===== src/rtl/imem_boot_ctrl.sv =====
// Instruction-memory boot loader: collects a byte stream into 32-bit words,
// writes them to instruction memory and holds the core in reset until loading finishes.
module imem_boot_ctrl #(
    parameter int DW             = 32,
    parameter int MEM_SIZE_IN_KB = 1,
    parameter int NO_OF_WORDS    = MEM_SIZE_IN_KB * 1024 / 4,
    parameter int LW             = $clog2(NO_OF_WORDS) + 1
) (
    input  logic          clk_i,
    input  logic          rst_i,
    input  logic          start_i,
    input  logic [LW-1:0] len_i,
    input  logic          byte_valid_i,
    input  logic [7:0]    byte_data_i,
    output logic          byte_ready_o,
    output logic          mem_we_o,
    output logic [DW-1:0] mem_addr_o,
    output logic [DW-1:0] mem_wdata_o,
    output logic          core_rst_o,
    output logic          busy_o,
    output logic          done_o,
    output logic          err_o
);

    typedef enum logic [1:0] {
        ST_IDLE   = 2'd0,
        ST_LOAD   = 2'd1,
        ST_COMMIT = 2'd2,
        ST_RUN    = 2'd3
    } state_t;

    localparam logic [LW-1:0] MAX_LEN = LW'(NO_OF_WORDS);

    state_t        state_q, state_d;
    logic [LW-1:0] len_q, len_d;
    logic [LW-1:0] word_cnt_q, word_cnt_d;
    logic [1:0]    byte_cnt_q, byte_cnt_d;
    logic [31:0]   word_q, word_d;
    logic          mem_we_q, mem_we_d;
    logic [DW-1:0] mem_addr_q, mem_addr_d;
    logic [DW-1:0] mem_wdata_q, mem_wdata_d;
    logic          done_q, done_d;
    logic          err_q, err_d;
    logic          start_ok_s;
    logic [LW-1:0] word_cnt_inc_s;

    assign start_ok_s     = (len_i != {LW{1'b0}}) && (len_i <= MAX_LEN);
    assign word_cnt_inc_s = word_cnt_q + {{(LW-1){1'b0}}, 1'b1};

    // Next-state, counter and registered-output computation
    always_comb begin
        state_d     = state_q;
        len_d       = len_q;
        word_cnt_d  = word_cnt_q;
        byte_cnt_d  = byte_cnt_q;
        word_d      = word_q;
        mem_we_d    = 1'b0;
        mem_addr_d  = mem_addr_q;
        mem_wdata_d = mem_wdata_q;
        done_d      = 1'b0;
        err_d       = err_q;
        case (state_q)
            ST_IDLE, ST_RUN: begin
                if (start_i) begin
                    if (start_ok_s) begin
                        state_d    = ST_LOAD;
                        len_d      = len_i;
                        word_cnt_d = {LW{1'b0}};
                        byte_cnt_d = 2'd0;
                        word_d     = 32'd0;
                        err_d      = 1'b0;
                    end else begin
                        err_d = 1'b1;
                    end
                end else begin
                    state_d = state_q;
                end
            end
            ST_LOAD: begin
                if (byte_valid_i) begin
                    word_d[{byte_cnt_q, 3'b000} +: 8] = byte_data_i;
                    byte_cnt_d = byte_cnt_q + 2'd1;
                    // The write strobe is launched here so it is a flop output during COMMIT
                    if (byte_cnt_q == 2'd3) begin
                        state_d     = ST_COMMIT;
                        mem_we_d    = 1'b1;
                        mem_addr_d  = DW'({word_cnt_q, 2'b00});
                        mem_wdata_d = DW'(word_d);
                    end else begin
                        state_d = ST_LOAD;
                    end
                end else begin
                    state_d = ST_LOAD;
                end
            end
            ST_COMMIT: begin
                word_cnt_d = word_cnt_inc_s;
                if (word_cnt_inc_s == len_q) begin
                    state_d = ST_RUN;
                    done_d  = 1'b1;
                end else begin
                    state_d = ST_LOAD;
                end
            end
            default: begin
                state_d = ST_IDLE;
            end
        endcase
    end

    // State and output registers with synchronous reset
    always_ff @(posedge clk_i) begin
        if (rst_i) begin
            state_q     <= ST_IDLE;
            len_q       <= {LW{1'b0}};
            word_cnt_q  <= {LW{1'b0}};
            byte_cnt_q  <= 2'd0;
            word_q      <= 32'd0;
            mem_we_q    <= 1'b0;
            mem_addr_q  <= {DW{1'b0}};
            mem_wdata_q <= {DW{1'b0}};
            done_q      <= 1'b0;
            err_q       <= 1'b0;
        end else begin
            state_q     <= state_d;
            len_q       <= len_d;
            word_cnt_q  <= word_cnt_d;
            byte_cnt_q  <= byte_cnt_d;
            word_q      <= word_d;
            mem_we_q    <= mem_we_d;
            mem_addr_q  <= mem_addr_d;
            mem_wdata_q <= mem_wdata_d;
            done_q      <= done_d;
            err_q       <= err_d;
        end
    end

    assign byte_ready_o = (state_q == ST_LOAD);
    assign busy_o       = (state_q == ST_LOAD) || (state_q == ST_COMMIT);
    assign core_rst_o   = (state_q != ST_RUN);
    assign mem_we_o     = mem_we_q;
    assign mem_addr_o   = mem_addr_q;
    assign mem_wdata_o  = mem_wdata_q;
    assign done_o       = done_q;
    assign err_o        = err_q;

endmodule


===== config.mk =====
export PLATFORM = sky130hd
export DESIGN_NAME = imem_boot_ctrl
export DESIGN_NICKNAME = d
export VERILOG_FILES = /design/src/rtl/imem_boot_ctrl.sv
export SDC_FILE = /design/constraint.sdc
export NUM_CORES = 1
export LEC_CHECK = 0
export CAP_MARGIN = 20
export CORE_MARGIN = 3
export CORE_UTILIZATION = 43
export CTS_BUF_LIST = sky130_fd_sc_hd__clkbuf_4
export CTS_CLUSTER_DIAMETER = 120
export DETAILED_ROUTE_END_ITERATION = 8
export PLACE_DENSITY_LB_ADDON = 0.15
export SYNTH_ARGS = -nofsm -noshare
export SYNTH_HDL_FRONTEND = slang
export SYNTH_SLANG_ARGS = --single-unit

===== constraint.sdc =====
create_clock -name clk_i -period 2.95 [get_ports clk_i]
set_input_delay 0.59 -clock clk_i [delete_from_list [all_inputs] [get_ports clk_i]]
set_output_delay 0.59 -clock clk_i [all_outputs]
set_load 0.02 [all_outputs]

# Word level (Yosys, flattened, before mapping)
# Index checks and enable logic that the tools add are counted.
[totals] reg_bits=98 wordCells=64 inputBits=21 out_inout_bits=70
[classes] order_cmp=1 bitwise_logic=3 reduce_logical=15 n_eq_ne=9 shift=2 muxes=21 n_addsub=3
[op_table] cell="$mux 32" count=3
[op_table] cell="$pmux 32 s2" count=1
[op_table] cell="$bwmux 32" count=1
[op_table] cell="$shift 8x7->32 const A" count=1
[op_table] cell="$shiftx 8x7->32" count=1
[op_table] cell="$mux 9" count=2
[op_table] cell="$pmux 9 s2" count=1
[op_table] cell="$mux 2" count=8
[op_table] cell="$add 9x1->9 const B" count=1
[op_table] cell="$eq 9x9->1" count=1
[op_table] cell="$le 9x9->1 const B" count=1
[op_table] cell="$reduce_and 3->1" count=3
[op_table] cell="$reduce_bool 9->1" count=1
[op_table] cell="$ne 2x2->1 const B" count=4
[op_table] cell="$neg 5->7" count=1
[op_table] cell="$eq 2x2->1 const B" count=3
[op_table] cell="$pmux 2 s3" count=1
[op_table] cell="$pmux 2 s2" count=1
[op_table] cell="$reduce_and 2->1" count=2
[op_table] cell="$reduce_and 4->1" count=1
[op_table] cell="$reduce_bool 2->1" count=2
[op_table] cell="$reduce_or 2->1" count=2
[op_table] cell="$mux 1" count=3
[op_table] cell="$not 1->1" count=3
[op_table] cell="other kinds (6)" count=6

# Logic depth before layout (Yosys ltp)
[depth] word_depth=5 mapped_depth=9 mapped_depth_nobuf=8

# Worst setup path before layout
# Ideal clock, no wire load.
[synth_timing] kind="input -> register" from="in len_i[5]" to="reg byte_cnt_q[0]" slack_ns=0.484 t_arrival_ns=2.334 cell_stages=8 setup_time_ns=0.132 t_required_ns=2.818 n_path_buf=2 cell_sequence="or4_1 o21a_1 o31a_4 or2_1 buf_2 buf_6 nand2_1 a21oi_1"
[synth_via] elab_chain_len=4 word_cells_on_any_way=5 classes_between="1 x order compare; 1 x eq/ne; 3 x reduce/logical"
[synth_lines] element="start: declaration" line_no="12" source="input logic [LW-1:0] len_i,"
[synth_lines] element="$le 9x9->1 or $reduce_bool 9->1 (tied branches)" line_no="47" source="assign start_ok_s = (len_i != {LW{1'b0}}) && (len_i <= MAX_LEN);"
[synth_lines] element="$logic_and 1x1->1 (*)" line_no="47"
[synth_lines] element="$ne 2x2->1 (no source line) (*)"
[synth_lines] element="$reduce_and 4->1 (no source line) (*)"
[synth_lines] element="end signal: assignment" line_no="128" source="byte_cnt_q <= byte_cnt_d;"
[synth_lines] element="end: declaration" line_no="37" source="logic [1:0] byte_cnt_q, byte_cnt_d;"
# Every way passes the cells marked *; elsewhere a longest branch is shown, timed or not.
# A chain may end at the register's enable or synchronous reset.

# Worst setup path in the final report
[layout_timing] from="reg state_q[0]" to="out busy_o"
[layout_via] elab_chain_len=2 word_cells_on_any_way=3 classes_between="2 x eq/ne; 1 x reduce/logical"
[layout_lines] element="start: declaration" line_no="34" source="state_t state_q, state_d;"
[layout_lines] element="start signal: assignment" line_no="125" source="state_q <= state_d;"
[layout_lines] element="$eq 2x1->1 or $eq 2x2->1 (tied branches)" line_no="139" source="assign busy_o = (state_q == ST_LOAD) || (state_q == ST_COMMIT);"
[layout_lines] element="$logic_or 1x1->1 (*)" line_no="139"
[layout_lines] element="end: declaration" line_no="20" source="output logic busy_o,"
# Marks and branches as above.

==> results.md <==
- Final WL: around 11000 um
- Total track usage: 0.187
- CTS Buffer Depth: 2
- Final slew viol count: 0
- Seq cells post-synth: 98
- Final setup fails: 0
- Ordered list of cells on the worst path: inv_1 > ha_1 > inv_1 > clkdlybuf4s50_1
- Period utilization: 0.923
- Critical path class: flip-flop to output pin
- Delay-heaviest family, CP: buffers and inverters
- Max Clock Skew: 0.0189 ns
- Worst Path Required: approximately 2.4 ns
- Achievable frequency: between 300 and 400 MHz
- Syn avg cell area: ~8.1 um2
- Fin nets: roughly 670
- Mapped Area: approximately 0.0047 mm2
- Post_cts resized: 0
- Status: complete, no violations
- Synth Instances: 586
- Top FF cell, synth: dfxtp_1
- Iter 0 DRT Violations: around 270
- Dpl hpwl: roughly 7600 um
- Slew HR: 0.350
- Die X: 111 um
- Worst-path fanout max: 6
- CTS tree: yes
- Wire per inst: approximately 15 um
- Ports: between 90 and 100
- Fin. Hold Viols: 0
- Most common cell in the synthesized netlist: dfxtp_1
- Type of the most critical hold path: input pin to flip-flop
- Critical-path top delay cell: clkdlybuf4s50_1
- Initial antenna violation count: 0
- Crit-path max cell delay: between 0.6 and 0.7 ns
- Critical Path AT: 2.13 ns
- Core area: 0.0105 mm2
- Root Buffer: clkbuf_4
- Die height: around 110 um
- Leakage: around 0.0019 uW
- PD cells: just over 400 mW/mm2
- CTS buffer count: 9
- GR Overflow Total: 0
- Top cells by area, synth: dfxtp_1 42%, a21oi_1 8.8%, nor2b_1 8.5%
- Post-synthesis sequential area ratio: 0.415
- Distinct cells, synth: 45
- Share of cells above drive strength 1: 0.0607
- Gpl congestion: around 0.85
- Antenna diodes: 0
- Initial Util: 0.449
- FP Rows: 37
- Asr flop ratio synth: 0
- Number of flops mapped to enable cells by yosys: 0
- Fill cells: just over 1000
- Critical Path Most Common Cell: inv_1
- Vias in the first global route: between 3000 and 4000
- Number of clock sinks: between 90 and 100
- First-pass GRT wire length: 19200 um
- PortBufs: between 60 and 70
- Crit. End Element: output pin
- Synth top area share: 0.415
- Crit path buffers/inverters: 3
- Yosys warnings: 0
- Fin Hold WS: ~0.34 ns
- DR vias: around 4100
- Largest net degree at the start of global routing: 96
- Min Tclk post-route: 2.72 ns
- Later-pin clock latency in the skew report: about 0.44 ns
- Hold-fix buffers at CTS: 0
- 1st-pass router iterations: 5
- Critical path startpoint category: flip-flop
- Synthesis-to-finish area growth: 17.2%
- Post-synth top area cell: dfxtp_1
- Maximum vdd drop: ~200 uV
- Clock Pin Slew Worst Setup and Hold Paths: 0.15 ns
- Floorplan die area: between 0.01 and 0.015 mm2
- Vias/cell: 5.22
- Max-Cap Viols: 0
- Total number of H-tree levels: 3
- Worst-margin pin slew: about 0.98 ns
- Synth top cells by count: 98 x dfxtp_1, 97 x nand2_1, 83 x a21oi_1
- Post-CTS Setup Bufs: 0
- Total power draw: between 2000 and 2500 uW
- Drt drc: 0
- Pre-CTS setup slack: -0.0109 ns
- RSZ-0062 raised after global routing: false
- Routed Antenna Nets: 0
- Final WS setup: 0.228 ns
-- routing by layer --
| metal | share of wire | routed length [um] | GRT usage | up-vias |
|---|---|---|---|---|
| met5 | 0 | 0 | 0 | - |
| met4 | 0.013 | 153 | 0.0616 | 0 |
| met3 | 0.059 | 675 | 0.0284 | 11 |
| met2 | 0.45 | 5110 | 0.289 | 129 |
| met1 | 0.48 | 5490 | 0.268 | 1874 |
| li1 | - | - | - | 2054 |
-- path summary, 6_finish.rpt --
kind | start | endpoint | slack (ns) | cells past startpoint
min reg2reg | word_q[20] | word_q[20] | 0.46 | 2
max | state_q[0] | busy_o | 0.23 | 4
max reg2reg | word_cnt_q[0] | state_q[1] | 0.50 | 7
min | rst_i | mem_we_o | 0.34 | 2
-- layout make-up --
cell class                 instances  area [um2]  share of cell area
clock buffer                      10        75.1              0.0136
inverter                          10        37.5             0.00678
timing repair buffer              82         803               0.145
clock inverter                     6        40.0             0.00723
tap                              136         170              0.0307
multi-input combinational        437        2450               0.442
sequential                        98        1960               0.355
-- stage by stage --
stage / area (um2) / instances / setup TNS, ns / utilization
after global routing: 5530 / 779 / 0 / 0.527
after floorplan: 4810 / 608 / 0 / -
after detailed placement: 5420 / 763 / -0.0563 / 0.516
after CTS: 5530 / 779 / 0 / 0.527
after global placement: 5420 / 763 / 0 / 0.516
final: 5530 / 779 / 0 / 0.527
-- logic make-up (layout without fill, tap and decap cells) --
| kind of cell | after synthesis | count (layout) | synth area share |
|---|---|---|---|
| other | 1 | 23 | 0.000794 |
| AND/OR/NAND/NOR | 244 | 244 | 0.251 |
| AO/OA/AOI/OAI | 138 | 138 | 0.178 |
| buffers and inverters | 73 | 108 | 0.0842 |
| flip-flops | 98 | 98 | 0.415 |
| XOR/XNOR | 11 | 11 | 0.0204 |
| adder cells (fa/ha/maj) | 10 | 10 | 0.0265 |
| multiplexers | 11 | 11 | 0.0233 |
-- worst reg2reg max path, cell delays in order (launching register included) --
cell and delay, ns:
dfxtp_1 0.54, ha_1 0.32, and3_1 0.39, nand3_1 0.17
mux2i_1 0.20, nand4_1 0.11, nor4_1 0.48, a21bo_2 0.21
-- registers in the layout (all words and copies together) (netlist names) --
| register | flops |
|---|---|
| word_q | 32 |
| len_q | 9 |
| mem_we_o | 1 |
| done_o | 1 |
| word_cnt_q | 9 |
| state_q | 2 |
| byte_cnt_q | 2 |
| mem_wdata_o | 32 |
| mem_addr_o | 9 |
| err_o | 1 |
-- power by group --
group	switching (uW)	internal, uW	total, uW	leakage (uW)
Combinational	180	103	283	0.00106
Clock	449	185	634	0.0000669
Sequential	10.0	1340	1350	0.000791
Total	639	1620	2260	0.00192
-- cell usage in the layout, fill, tap and decap left out, types with 2 or more instances in the layout --
master | synthesis | routed
a31oi_1 | 4 | 4
nand3_1 | 10 | 10
a22oi_1 | 32 | 32
inv_6 | 0 | 2
a21oi_1 | 83 | 83
xor2_1 | 5 | 5
clkbuf_4 | 0 | 10
a311oi_1 | 6 | 6
or4_1 | 2 | 2
o21ai_0 | 3 | 3
nor2_1 | 47 | 47
a41oi_1 | 3 | 3
ha_1 | 10 | 10
clkdlybuf4s50_1 | 0 | 66
xnor2_1 | 6 | 6
dfxtp_1 | 98 | 98
mux2i_1 | 11 | 11
clkinv_2 | 0 | 3
nand2_1 | 97 | 97
buf_12 | 0 | 2
buf_4 | 23 | 13
nor3_1 | 6 | 6
nand4_1 | 2 | 2
nor2b_1 | 64 | 64
and3_1 | 4 | 4
conb_1 | 1 | 23
inv_1 | 10 | 10
(Power assumes the default switching activity.)
